===== src/rtl/scs8hd_scan_seq.sv =====
// Scan-chain test sequencer: serially loads a pattern into a falling-edge scan
// chain, fires one capture edge, unloads the response and compares it.
//
// state     | meaning
// IDLE      | waiting for START; SCE/SCD parked low
// SHIFT_IN  | driving the latched pattern MSB-first onto SCD, SCE high
// CAPTURE   | SCE low for one edge so the chain loads its functional D
// SHIFT_OUT | SCE high, zero-fill on SCD, SO sampled into the capture register
// COMPARE   | publish FAIL/ERR_CNT, pulse DONE, return to IDLE
module scs8hd_scan_seq #(
  parameter int CHAIN_LEN = 16,
  parameter int ERR_W     = 8
) (
  input  logic                 CLKN,
  input  logic                 RESETB,
  input  logic                 START,
  input  logic [CHAIN_LEN-1:0] PAT_IN,
  input  logic [CHAIN_LEN-1:0] EXP_IN,
  input  logic                 CLR_ERR,
  input  logic                 SO,
  output logic                 SCE,
  output logic                 SCD,
  output logic                 BUSY,
  output logic                 DONE,
  output logic                 FAIL,
  output logic [ERR_W-1:0]     ERR_CNT,
  output logic [CHAIN_LEN-1:0] CAP_DATA
);

  localparam int CNT_W = $clog2(CHAIN_LEN + 1);
  localparam logic [CNT_W-1:0] CNT_LAST = CNT_W'(CHAIN_LEN - 1);

  typedef enum logic [2:0] {
    IDLE,
    SHIFT_IN,
    CAPTURE,
    SHIFT_OUT,
    COMPARE
  } state_t;

  state_t               state_q, state_d;
  logic [CNT_W-1:0]     cnt_q, cnt_d;
  logic [CHAIN_LEN-1:0] pat_q, pat_d;
  logic [CHAIN_LEN-1:0] exp_q, exp_d;
  logic [CHAIN_LEN-1:0] cap_q, cap_d;
  logic                 sce_q, sce_d;
  logic                 scd_q, scd_d;
  logic                 busy_q, busy_d;
  logic                 done_q, done_d;
  logic                 fail_q, fail_d;
  logic [ERR_W-1:0]     err_q, err_d;
  logic                 mismatch;

  assign mismatch = (cap_q != exp_q);

  always_comb begin
    state_d = state_q;
    cnt_d   = cnt_q;
    pat_d   = pat_q;
    exp_d   = exp_q;
    cap_d   = cap_q;
    sce_d   = sce_q;
    scd_d   = scd_q;
    busy_d  = busy_q;
    done_d  = 1'b0;
    fail_d  = fail_q;
    err_d   = err_q;

    case (state_q)
      IDLE: begin
        sce_d  = 1'b0;
        scd_d  = 1'b0;
        busy_d = 1'b0;
        if (START) begin
          state_d = SHIFT_IN;
          cnt_d   = '0;
          pat_d   = PAT_IN;
          exp_d   = EXP_IN;
          sce_d   = 1'b1;
          scd_d   = PAT_IN[CHAIN_LEN-1];
          busy_d  = 1'b1;
        end
      end
      SHIFT_IN: begin
        cnt_d = cnt_q + CNT_W'(1);
        if (cnt_q == CNT_LAST) begin
          state_d = CAPTURE;
          sce_d   = 1'b0;
          scd_d   = 1'b0;
        end else begin
          // pat_q is consumed MSB-first; the next bit to drive sits just below the top
          pat_d = {pat_q[CHAIN_LEN-2:0], 1'b0};
          scd_d = pat_q[CHAIN_LEN-2];
        end
      end
      CAPTURE: begin
        state_d = SHIFT_OUT;
        cnt_d   = '0;
        sce_d   = 1'b1;
        scd_d   = 1'b0;
      end
      SHIFT_OUT: begin
        cap_d = {cap_q[CHAIN_LEN-2:0], SO};
        cnt_d = cnt_q + CNT_W'(1);
        if (cnt_q == CNT_LAST) begin
          state_d = COMPARE;
          sce_d   = 1'b0;
        end
      end
      COMPARE: begin
        state_d = IDLE;
        cnt_d   = '0;
        fail_d  = mismatch;
        done_d  = 1'b1;
        busy_d  = 1'b0;
        sce_d   = 1'b0;
        scd_d   = 1'b0;
        if (mismatch && (err_q != '1)) begin
          err_d = err_q + ERR_W'(1);
        end
      end
      default: begin
        state_d = IDLE;
        sce_d   = 1'b0;
        scd_d   = 1'b0;
        busy_d  = 1'b0;
      end
    endcase

    if (CLR_ERR) begin
      err_d = '0;
    end
  end

  always_ff @(negedge CLKN or negedge RESETB) begin
    if (!RESETB) begin
      state_q <= IDLE;
      cnt_q   <= '0;
      pat_q   <= '0;
      exp_q   <= '0;
      cap_q   <= '0;
      sce_q   <= 1'b0;
      scd_q   <= 1'b0;
      busy_q  <= 1'b0;
      done_q  <= 1'b0;
      fail_q  <= 1'b0;
      err_q   <= '0;
    end else begin
      state_q <= state_d;
      cnt_q   <= cnt_d;
      pat_q   <= pat_d;
      exp_q   <= exp_d;
      cap_q   <= cap_d;
      sce_q   <= sce_d;
      scd_q   <= scd_d;
      busy_q  <= busy_d;
      done_q  <= done_d;
      fail_q  <= fail_d;
      err_q   <= err_d;
    end
  end

  assign SCE      = sce_q;
  assign SCD      = scd_q;
  assign BUSY     = busy_q;
  assign DONE     = done_q;
  assign FAIL     = fail_q;
  assign ERR_CNT  = err_q;
  assign CAP_DATA = cap_q;

endmodule

===== config.mk =====
export PLATFORM = sky130hd
export DESIGN_NAME = scs8hd_scan_seq
export DESIGN_NICKNAME = d
export VERILOG_FILES = /design/src/rtl/scs8hd_scan_seq.sv
export SDC_FILE = /design/constraint.sdc
export NUM_CORES = 1
export LEC_CHECK = 0
export ABC_AREA = 1
export CAP_MARGIN = 0
export CORE_MARGIN = 2
export CORE_UTILIZATION = 53
export CTS_BUF_LIST = sky130_fd_sc_hd__clkbuf_4 sky130_fd_sc_hd__clkbuf_8
export CTS_CLUSTER_SIZE = 30
export DETAILED_ROUTE_END_ITERATION = 7
export PLACE_DENSITY = 0.82
export SLEW_MARGIN = 10
export SYNTH_ARGS = -nofsm -noshare
export SYNTH_HDL_FRONTEND = slang
export SYNTH_SLANG_ARGS = --single-unit

===== constraint.sdc =====
create_clock -name CLKN -period 2.5 [get_ports CLKN]
set_input_delay 0.5 -clock CLKN [delete_from_list [all_inputs] [get_ports CLKN]]
set_output_delay 0.5 -clock CLKN [all_outputs]
set_load 0.02 [all_outputs]

==> results.py, run 1 <==
metrics = {
    "clocking": {
        "clock_sinks": 68,
        "path_clk_slew_ns": 0.05,
        "h-tree-depth": 3,
        "clockBufferDepth": 2,
        "insertion_delay_ns": 0.33,
        "root_buffer": "clkbuf_8",
        "cts_buffers": 9,
        "tritoncts": "done",
    },
    "grt": {
        "grt_usage_pct": 23.3,
        "overflow": 0,
        "first_global_vias": 3010,
        "grt_max_degree": 69,
        "antenna_found_initial": 0,
        "grt_pass1_wl_um": 13100,
    },
    "place": {
        "io_buffers": 65,
        "hpwl_um": 5310,
        "finalWeightedCongestion": 0.820,
    },
    "logic_synthesis": {
        "avgSynthCellArea_sq_um": 7.98,
        "syn_area_sq_um": 3300,
        "ys_types": 29,
        "syn_nets": 454,
        "ys.warnings.count": 0,
        "synth_cells": 414,
        "seq_area_frac_synth_pct": 51.5,
        "synth_seq_cells": 68,
    },
    "timing": {
        "fin_ws_ns": -0.170,
        "slew_headroom_pct": 54.6,
        "setup_violations": 29,
        "timing.hold.ws_ns": 0.433,
        "worst_clock_skew_ns": 0.00773,
        "rsz0062_at_grt": "true",
        "slew_viol_final": 0,
        "tightest_slew_ns": 0.679,
        "hold_viol": 0,
    },
    "routing": {
        "vias_per_cell": 5.13,
        "num_vias": 3122,
        "drc": 0,
        "post_drt_wl_per_cell_um": 13.3,
        "dr.first_iter.drc_count": 169,
        "wl_um": 8080,
        "drtAntennaViolNets": 0,
        "drt_first_pass_iters": 4,
    },
    "worst_setup_path": {
        "worst-path-buf-inv": 1,
        "crit_chain": "buf_6",
        "cp_slowest_cell": "dfrtn_1",
        "slowest_delay_ns": 0.45,
        "crit_family": "flip-flops",
        "worstSetupEndpointType": "primary output",
        "worstSetupStartpointType": "flop",
        "critPathMaxFanout": 2,
        "worstPathRequired_ns": 2.00,
        "worstPathArrival_ns": 2.17,
        "crit_type": "flop to primary output",
    },
    "floorplan": {
        "io_pins": 66,
        "coreArea_sq_um": 5960,
        "dieArea_sq_um": 6880,
        "start_util_pct": 55.5,
        "num_rows": 28,
        "die_h_um": 82.9,
        "die_w_um": 82.9,
    },
    "cells_and_area": {
        "diodes": 0,
        "area_growth_pct": 43.0,
        "final_nets": 568,
        "layout-drive-gt1-share_pct": 25.1,
    },
    "power": {
        "leakagePower_nw": 2.34,
        "max-vdd-ir-drop_uv": 784,
        "finalPower_mw": 5.70,
        "power_density_nw_per_um2": 1210,
    },
    "hold_path": {
        "hp-class": "flop to flop",
    },
    "flow_run": {
        "cap_violations": 0,
    },
    "status": {
        "outcome": "finished with violations",
        "violations": "setup timing",
    },
}
-- placed cells by master, fill, tap and decap left out, types with 4 or more instances in the layout --
| cell type | Yosys | routed |
|---|---|---|
| buf_4 | 0 | 43 |
| inv_2 | 5 | 4 |
| dfrtn_1 | 68 | 68 |
| buf_6 | 2 | 32 |
| a21oi_2 | 2 | 15 |
| nor2_1 | 50 | 49 |
| nand2_1 | 120 | 120 |
| nand3_1 | 17 | 17 |
| inv_1 | 47 | 45 |
| o21ai_0 | 20 | 19 |
| nor2_4 | 5 | 5 |
| a21oi_1 | 48 | 33 |
| clkbuf_8 | 0 | 10 |
| clkdlybuf4s50_1 | 0 | 33 |
-- routing by layer --
layer	track usage (%)	wire length [um]	vias up
met4	9.84	201	0
met1	29.2	3540	1468
met5	0	0	-
met2	39.7	3950	106
li1	-	-	1527
met3	4.27	392	21
-- power by group --
group          internal (mW)  switching, mW  total [mW]  leakage (nW)
clock network          0.485          0.429       0.914        0.0983
registers               1.59          0.295        1.88         0.825
logic                   1.24           1.66        2.90          1.42
-- through the flow --
stage | cell area, sq um | cells | setup TNS, ns | utilization, % | setup slack, ns
3_3_place_gp | 4280 | 574 | -30.90 | 71.9 | -0.569
3_5_place_dp | 4280 | 574 | -31.70 | 71.9 | -0.620
6_report | 4720 | 608 | -4.01 | 79.3 | -0.170
2_1_floorplan | 3350 | 414 | -0.0161 | - | -0.0161
4_1_cts | 4640 | 601 | -4.07 | 77.9 | -0.180
5_1_grt | 4720 | 608 | -4.74 | 79.3 | -0.192
-- synthesized netlist by cell type (all sizes together) --
cell,instances,area (sq um)
a21oi,50,258
a22o,1,8.76
buf,9,57.6
clkbuf,2,7.51
dfrtn,68,1700
ha,3,37.5
inv,53,201
mux2,1,11.3
nand2,122,473
nand3,18,95.1
nand3b,1,7.51
nand4,1,6.26
nor2,57,270
nor3,2,10.0
nor3b,1,7.51
o211ai,1,21.3
o21a,1,7.51
o21ai,20,100
o22ai,2,12.5
xor2,1,8.76
-- sequential cells by signal (all words and copies together) (netlist names) --
signal and flops:
BUSY 1, CAP_DATA 16, DONE 1, ERR_CNT 8, FAIL 1, SCD 1, SCE 1, cnt_q 5
exp_q 16, pat_q 15, state_q 3
-- worst min-delay path, cell delays in order (launching register included) --
cell     delay [ns]
dfrtn_1        0.41
nand2_1        0.05
nand2_1        0.05
-- final cells by class --
cell class | count | area (sq um)
flip-flops and latches | 68 | 1700
multi-input cells | 282 | 1420
fillers | 404 | 1230
repair buffers | 113 | 1080
inverters | 53 | 224
clock buffers | 10 | 138
well taps | 75 | 93.8
clock inverters | 6 | 63.8
repair inverters | 1 | 8.76
-- kinds of logic after synthesis --
| logic type | share of synthesized area [%] |
|---|---|
| and+or+nand+nor | 26.3 |
| buffers and inverters | 8.07 |
| DFF | 51.5 |
| AOI/OAI and AO/OA | 12.3 |
| xor gates and xnor gates | 0.265 |
| muxes | 0.341 |
| adders and majority gates | 1.14 |
-- timing repair --
action	CTS	global route
cloned	1	0
resized for setup	188	10
setup buffers	10	7
pin swaps	2	2
setup endpoints to repair	75	48
hold endpoints to repair	0	0
hold buffers	0	0
-- worst paths after layout --
check | endpoint | from | depth (start not counted) | slack, ns
worst max-delay path | FAIL | FAIL$_DFFE_NN0P_ | 1 | -0.17
worst min-delay path | pat_q[0]$_DFFE_NN0P_ | pat_q[0]$_DFFE_NN0P_ | 2 | 0.43
worst max register to register | pat_q[4]$_DFFE_NN0P_ | cnt_q[0]$_DFFE_NN0P_ | 10 | 0.59
worst min register to register | pat_q[0]$_DFFE_NN0P_ | pat_q[0]$_DFFE_NN0P_ | 2 | 0.43
max in group asynchronous | ERR_CNT[4]$_DFFE_NN0P_ | RESETB | 2 | 0.86
min in group asynchronous | CAP_DATA[7]$_DFFE_NN0P_ | RESETB | 2 | 1.32
(Power assumes the default switching activity.)
==> run 2, diff against run 1 <==
--- a/config.mk
+++ b/config.mk
@@ -13,7 +13,7 @@
 export CTS_CLUSTER_SIZE = 30
 export DETAILED_ROUTE_END_ITERATION = 7
 export PLACE_DENSITY = 0.82
-export SLEW_MARGIN = 10
+export SLEW_MARGIN = 20
 export SYNTH_ARGS = -nofsm -noshare
 export SYNTH_HDL_FRONTEND = slang
 export SYNTH_SLANG_ARGS = --single-unit
==> results of run 2 <==
The final DEF is identical to that of run 1; final timing and power are the same.
==> patch 1, RTL diff (flow settings as in run 1) <==
Set the parameter `CHAIN_LEN` to 8 (it was 16).
--- a/src/rtl/scs8hd_scan_seq.sv
+++ b/src/rtl/scs8hd_scan_seq.sv
@@ -8,7 +8,7 @@
 // SHIFT_OUT | SCE high, zero-fill on SCD, SO sampled into the capture register
 // COMPARE   | publish FAIL/ERR_CNT, pulse DONE, return to IDLE
 module scs8hd_scan_seq #(
-  parameter int CHAIN_LEN = 16,
+  parameter int CHAIN_LEN = 8,
   parameter int ERR_W     = 8
 ) (
   input  logic                 CLKN,
Interface: changed (resized CAP_DATA, EXP_IN and PAT_IN); port bits go from 66 to 42. The function was not compared with the original's and may differ.
==> patch 1 against run 1 <==
- the run still ends with negative setup slack left
- synthesized area is 37% lower
- final area is 38% lower
- power is 44% lower
- wire length is 45% lower
- setup slack better by 0.051 ns
- sequential cell count is 25 lower
- sequential share of layout area is 0.84 points higher
- critical path type unchanged
- highest routed layer unchanged
==> patch 1: results (changes against run 1) <==
Global route
  – Met1 Track Usage GR: 26.00% (was 29.21%)
  – Number of global-route vias before repair: 1769 (was 3010)
  – Maximum number of pins on one net before global-route repair: 44 (was 69)
  – Wire length of the first global-routing pass: 7465 microns (was 13110 microns)
  – GRT Resource Usage Total: 22.61% (was 23.33%)
  – Met3 usage: 7.939% (was 4.274%)

Outcome
  – Run status: finished with violations (unchanged)
  – Failing checks: negative setup slack (unchanged)

Place
  – Final weighted congestion in routability-driven placement: 0.8318 (was 0.8200)
  – Buffers on Ports: 41 (was 65)
  – Pre-CTS setup slack: -0.4955 ns (was -0.6200 ns)
  – Standard cell area after detailed placement: 2694 sq um (was 4280 sq um)
  – Number of cells in the design after placement: 364 (was 574)

STA
  – Minimum setup slack in the final design: -0.1195 ns (was -0.1704 ns)
  – Total setup violations reported at the end of the flow: 21 (was 29)
  – Total negative setup slack: -2.066 ns (was -4.005 ns)
  – Max-slew headroom at the worst pin: 70.44% (was 54.64%)
  – Post-route clock skew: 0.004597 ns (was 0.007728 ns)

Logic synthesis
  – Fraction of synthesized cell area in xor and xnor cells: 3.797% (was 0.2652%)
  – Part of the Yosys area used for sequential elements: 51.84% (was 51.52%)
  – Top cells by area, synth: sky130_fd_sc_hd__dfrtn_1, sky130_fd_sc_hd__nand2_1, sky130_fd_sc_hd__o21ai_0, sky130_fd_sc_hd__inv_1, sky130_fd_sc_hd__nand3_1 (was sky130_fd_sc_hd__dfrtn_1, sky130_fd_sc_hd__nand2_1, sky130_fd_sc_hd__a21oi_1, sky130_fd_sc_hd__nor2_1, sky130_fd_sc_hd__inv_1)
  – Post-synthesis area per instance: 8.077 sq um (was 7.979 sq um)
  – Post-Syn Nets: 280 (was 454)
  – Most frequent cells after synthesis: sky130_fd_sc_hd__nand2_1, sky130_fd_sc_hd__dfrtn_1, sky130_fd_sc_hd__inv_1 (was sky130_fd_sc_hd__nand2_1, sky130_fd_sc_hd__dfrtn_1, sky130_fd_sc_hd__nor2_1)

CTS
  – Total number of H-tree levels: 2 (was 3)
  – Clock Latency Late Sink: 0.30 ns (was 0.33 ns)

Routing
  – Drt via density: 4.906 (was 5.135)
  – Detail Route met2 WL: 2235 microns (was 3951 microns)
  – Final routed wirelength across all metal layers: 4472 microns (was 8080 microns)
  – Number of DRC violations after detailed-routing iteration 0: 87 (was 169)

Power
  – Worst ir drop on vdd: 689.7 uV (was 783.6 uV)

Hold path
  – Min-Delay Endpoint: exp_q[0]$_DFFE_NN0P_ (was pat_q[0]$_DFFE_NN0P_)
  – Hold_sp: exp_q[0]$_DFFE_NN0P_ (was pat_q[0]$_DFFE_NN0P_)

Critical path
  – CP arrival: 2.12 ns (was 2.17 ns)

Layout
  – Fraction of final layout cells sized beyond drive strength 1: 22.62% (was 25.14%)
[patch 1: cell count changes after synthesis, moves of 3 or more]
cell,run 1,this run
sky130_fd_sc_hd__nor2_4,5,0
sky130_fd_sc_hd__dfrtn_1,68,43
sky130_fd_sc_hd__xnor2_1,0,7
sky130_fd_sc_hd__a21oi_1,48,2
sky130_fd_sc_hd__nor2_1,50,14
sky130_fd_sc_hd__inv_1,47,26
sky130_fd_sc_hd__inv_2,5,0
sky130_fd_sc_hd__nor3_1,2,5
sky130_fd_sc_hd__o21ai_0,20,24
sky130_fd_sc_hd__buf_2,7,2
sky130_fd_sc_hd__nand2_1,120,95
[patch 1: cell type report]
type	instances	area (sq um)
Multi-Input combinational cell	181	867.1
Clock buffer	8	103.9
Timing Repair Buffer	76	706.9
Tap cell	48	60.06
Inverter	28	105.1
Fill cell	257	797.0
Sequential cell	43	1076
==> patch 2, RTL diff (settings of run 1) <==
Made on the original files. The 5 states of `state_t` get a one-hot encoding in 5 bits.
--- a/src/rtl/scs8hd_scan_seq.sv
+++ b/src/rtl/scs8hd_scan_seq.sv
@@ -30,12 +30,12 @@
   localparam int CNT_W = $clog2(CHAIN_LEN + 1);
   localparam logic [CNT_W-1:0] CNT_LAST = CNT_W'(CHAIN_LEN - 1);
 
-  typedef enum logic [2:0] {
-    IDLE,
-    SHIFT_IN,
-    CAPTURE,
-    SHIFT_OUT,
-    COMPARE
+  typedef enum logic [4:0] {
+    IDLE      = 5'b00001,
+    SHIFT_IN  = 5'b00010,
+    CAPTURE   = 5'b00100,
+    SHIFT_OUT = 5'b01000,
+    COMPARE   = 5'b10000
   } state_t;
 
   state_t               state_q, state_d;
Behaviour: same outputs for any inputs over 10 cycles, from zero or initial values and one cycle with RESETB low; not proved beyond that.
==> patch 2 against run 1 <==
- the run still ends with negative setup slack left
- setup slack lost 0.0018 ns
- die area rose by 2.8%
- synthesized area increased by 2.9%
- sequential share of layout area rose by 0.53 points
- sequential cell count rose by 2
- highest routed layer unchanged
- wire length is 3.2% lower
- final area increased by 1.5%
Power is not compared: it rests on default switching activity, and its combinational part moved more than twofold at a synthesized area within 25%.
==> patch 2: results (changes against run 1) <==
Logic synthesis
  – Top cells by area, synth: sky130_fd_sc_hd__dfrtn_1, sky130_fd_sc_hd__nand2_1, sky130_fd_sc_hd__o21ai_0, sky130_fd_sc_hd__inv_1, sky130_fd_sc_hd__nor2_1 (was sky130_fd_sc_hd__dfrtn_1, sky130_fd_sc_hd__nand2_1, sky130_fd_sc_hd__a21oi_1, sky130_fd_sc_hd__nor2_1, sky130_fd_sc_hd__inv_1)
  – Post-Syn Nets: 469 (was 454)
  – Post-synthesis area per instance: 7.924 sq um (was 7.979 sq um)
  – Part of the Yosys area used for sequential elements: 51.56% (was 51.52%)
  – Number of distinct library cells after synthesis: 34 (was 29)
  – Most frequent cells after synthesis: sky130_fd_sc_hd__nand2_1, sky130_fd_sc_hd__dfrtn_1, sky130_fd_sc_hd__inv_1 (was sky130_fd_sc_hd__nand2_1, sky130_fd_sc_hd__dfrtn_1, sky130_fd_sc_hd__nor2_1)

Layout
  – Layout net count: 588 (was 568)
  – Fraction of final layout cells sized beyond drive strength 1: 21.70% (was 25.14%)
  – Final instance count without filler cells: 630 (was 608)

Floorplan
  – DIE AREA: 7071 sq um (was 6880 sq um)

Routing
  – Number of DRC violations after detailed-routing iteration 0: 210 (was 169)
  – Final routed wirelength across all metal layers: 7818 microns (was 8080 microns)
  – Drt via density: 4.954 (was 5.135)
  – Detailed-routing iteration count for the pre-antenna-repair pass: 5 (was 4)

STA
  – Max-slew headroom at the worst pin: 56.98% (was 54.64%)
  – Total negative setup slack: -3.933 ns (was -4.005 ns)
  – Post-route clock skew: 0.05916 ns (was 0.007728 ns)
  – Minimum setup slack in the final design: -0.1722 ns (was -0.1704 ns)
  – Total setup violations reported at the end of the flow: 29 (unchanged)

Critical path
  – Reg2reg path depth: 8 (was 10)
  – Reg2Reg Setup Slack: 0.37 ns (was 0.59 ns)
  – Reg-to-Reg End: pat_q[1]$_DFFE_NN0P_ (was pat_q[4]$_DFFE_NN0P_)
  – Startpoint of the worst setup timing path: SCE$_DFFE_NN0P_ (was FAIL$_DFFE_NN0P_)
  – CP max FO: 2 (unchanged)
  – Capturing element of the worst setup path: SCE (was FAIL)

Place
  – Placed wire-length estimate: 5380 microns (was 5307 microns)
  – Standard cell area after detailed placement: 4373 sq um (was 4280 sq um)
  – Final weighted congestion in routability-driven placement: 0.8126 (was 0.8200)
  – Pre-CTS setup slack: -0.5447 ns (was -0.6200 ns)

Global route
  – Wire length of the first global-routing pass: 13510 microns (was 13110 microns)
  – Maximum number of pins on one net before global-route repair: 32 (was 69)
  – Number of global-route vias before repair: 3113 (was 3010)
  – GRT Resource Usage Total: 23.65% (was 23.33%)

CTS
  – Clock Latency Late Sink: 0.39 ns (was 0.33 ns)
  – CTS clock-pin slew for the worst setup and hold paths: 0.05 ns (about the same)

Outcome
  – Failing checks: negative setup slack (unchanged)
  – Run status: finished with violations (unchanged)

Hold path
  – Hold_sp: cnt_q[0]$_DFFE_NN0P_ (was pat_q[0]$_DFFE_NN0P_)

Power
  – Flop+latch power: 1.61 mW
-- patch 2: how the worst min path moves through the flow --
stage | endpoint | cells after the start | slack [ns]
CTS | cnt_q[0]$_DFFE_NN0P_ | 1 | 0.46
global route | cnt_q[0]$_DFFE_NN0P_ | 1 | 0.48
floorplan | cnt_q[0]$_DFFE_NN0P_ | 1 | 0.42
global placement | FAIL$_DFFE_NN0P_ | 2 | 0.44
finish | cnt_q[0]$_DFFE_NN0P_ | 1 | 0.45
detailed placement | FAIL$_DFFE_NN0P_ | 2 | 0.44
-- patch 2: logic make-up (layout without fill, tap and decap cells) --
kind of cell / after synthesis / after routing / share of synthesized area (%)
and+or+nand+nor: 200 / 202 / 25.76
buffers and inverters: 81 / 203 / 9.569
DFF: 70 / 70 / 51.56
AOI/OAI and AO/OA: 69 / 69 / 10.42
xor gates and xnor gates: 5 / 5 / 1.288
adders and majority gates: 3 / 3 / 1.104
muxes: 1 / 1 / 0.2945
-- patch 2: final cells by class --
type / instances / area (sq um)
flip-flops and latches: 70 / 1753
fillers: 430 / 1483
multi-input cells: 280 / 1361
repair buffers: 119 / 1127
inverters: 67 / 259.0
clock buffers: 10 / 131.4
well taps: 77 / 96.34
clock inverters: 7 / 66.31
-- patch 2: what timing repair did --
action | 4_1_cts | 5_1_grt
hold endpoints to repair | 0 | 0
endpoints found under the setup margin | 65 | 31
cloned | 2 | 0
buffers inserted | 11 | 8
resized for setup | 181 | 1
pin swaps | 1 | 0
-- patch 2: routing by layer --
layer  track usage (%)  up-vias  part of all wire, %
met5                 0        -                    0
met4             7.185        0                  1.0
met3             5.638        9                  5.1
met2             39.25       81                   49
met1             30.80     1457                   44
li1                  -     1574                    -
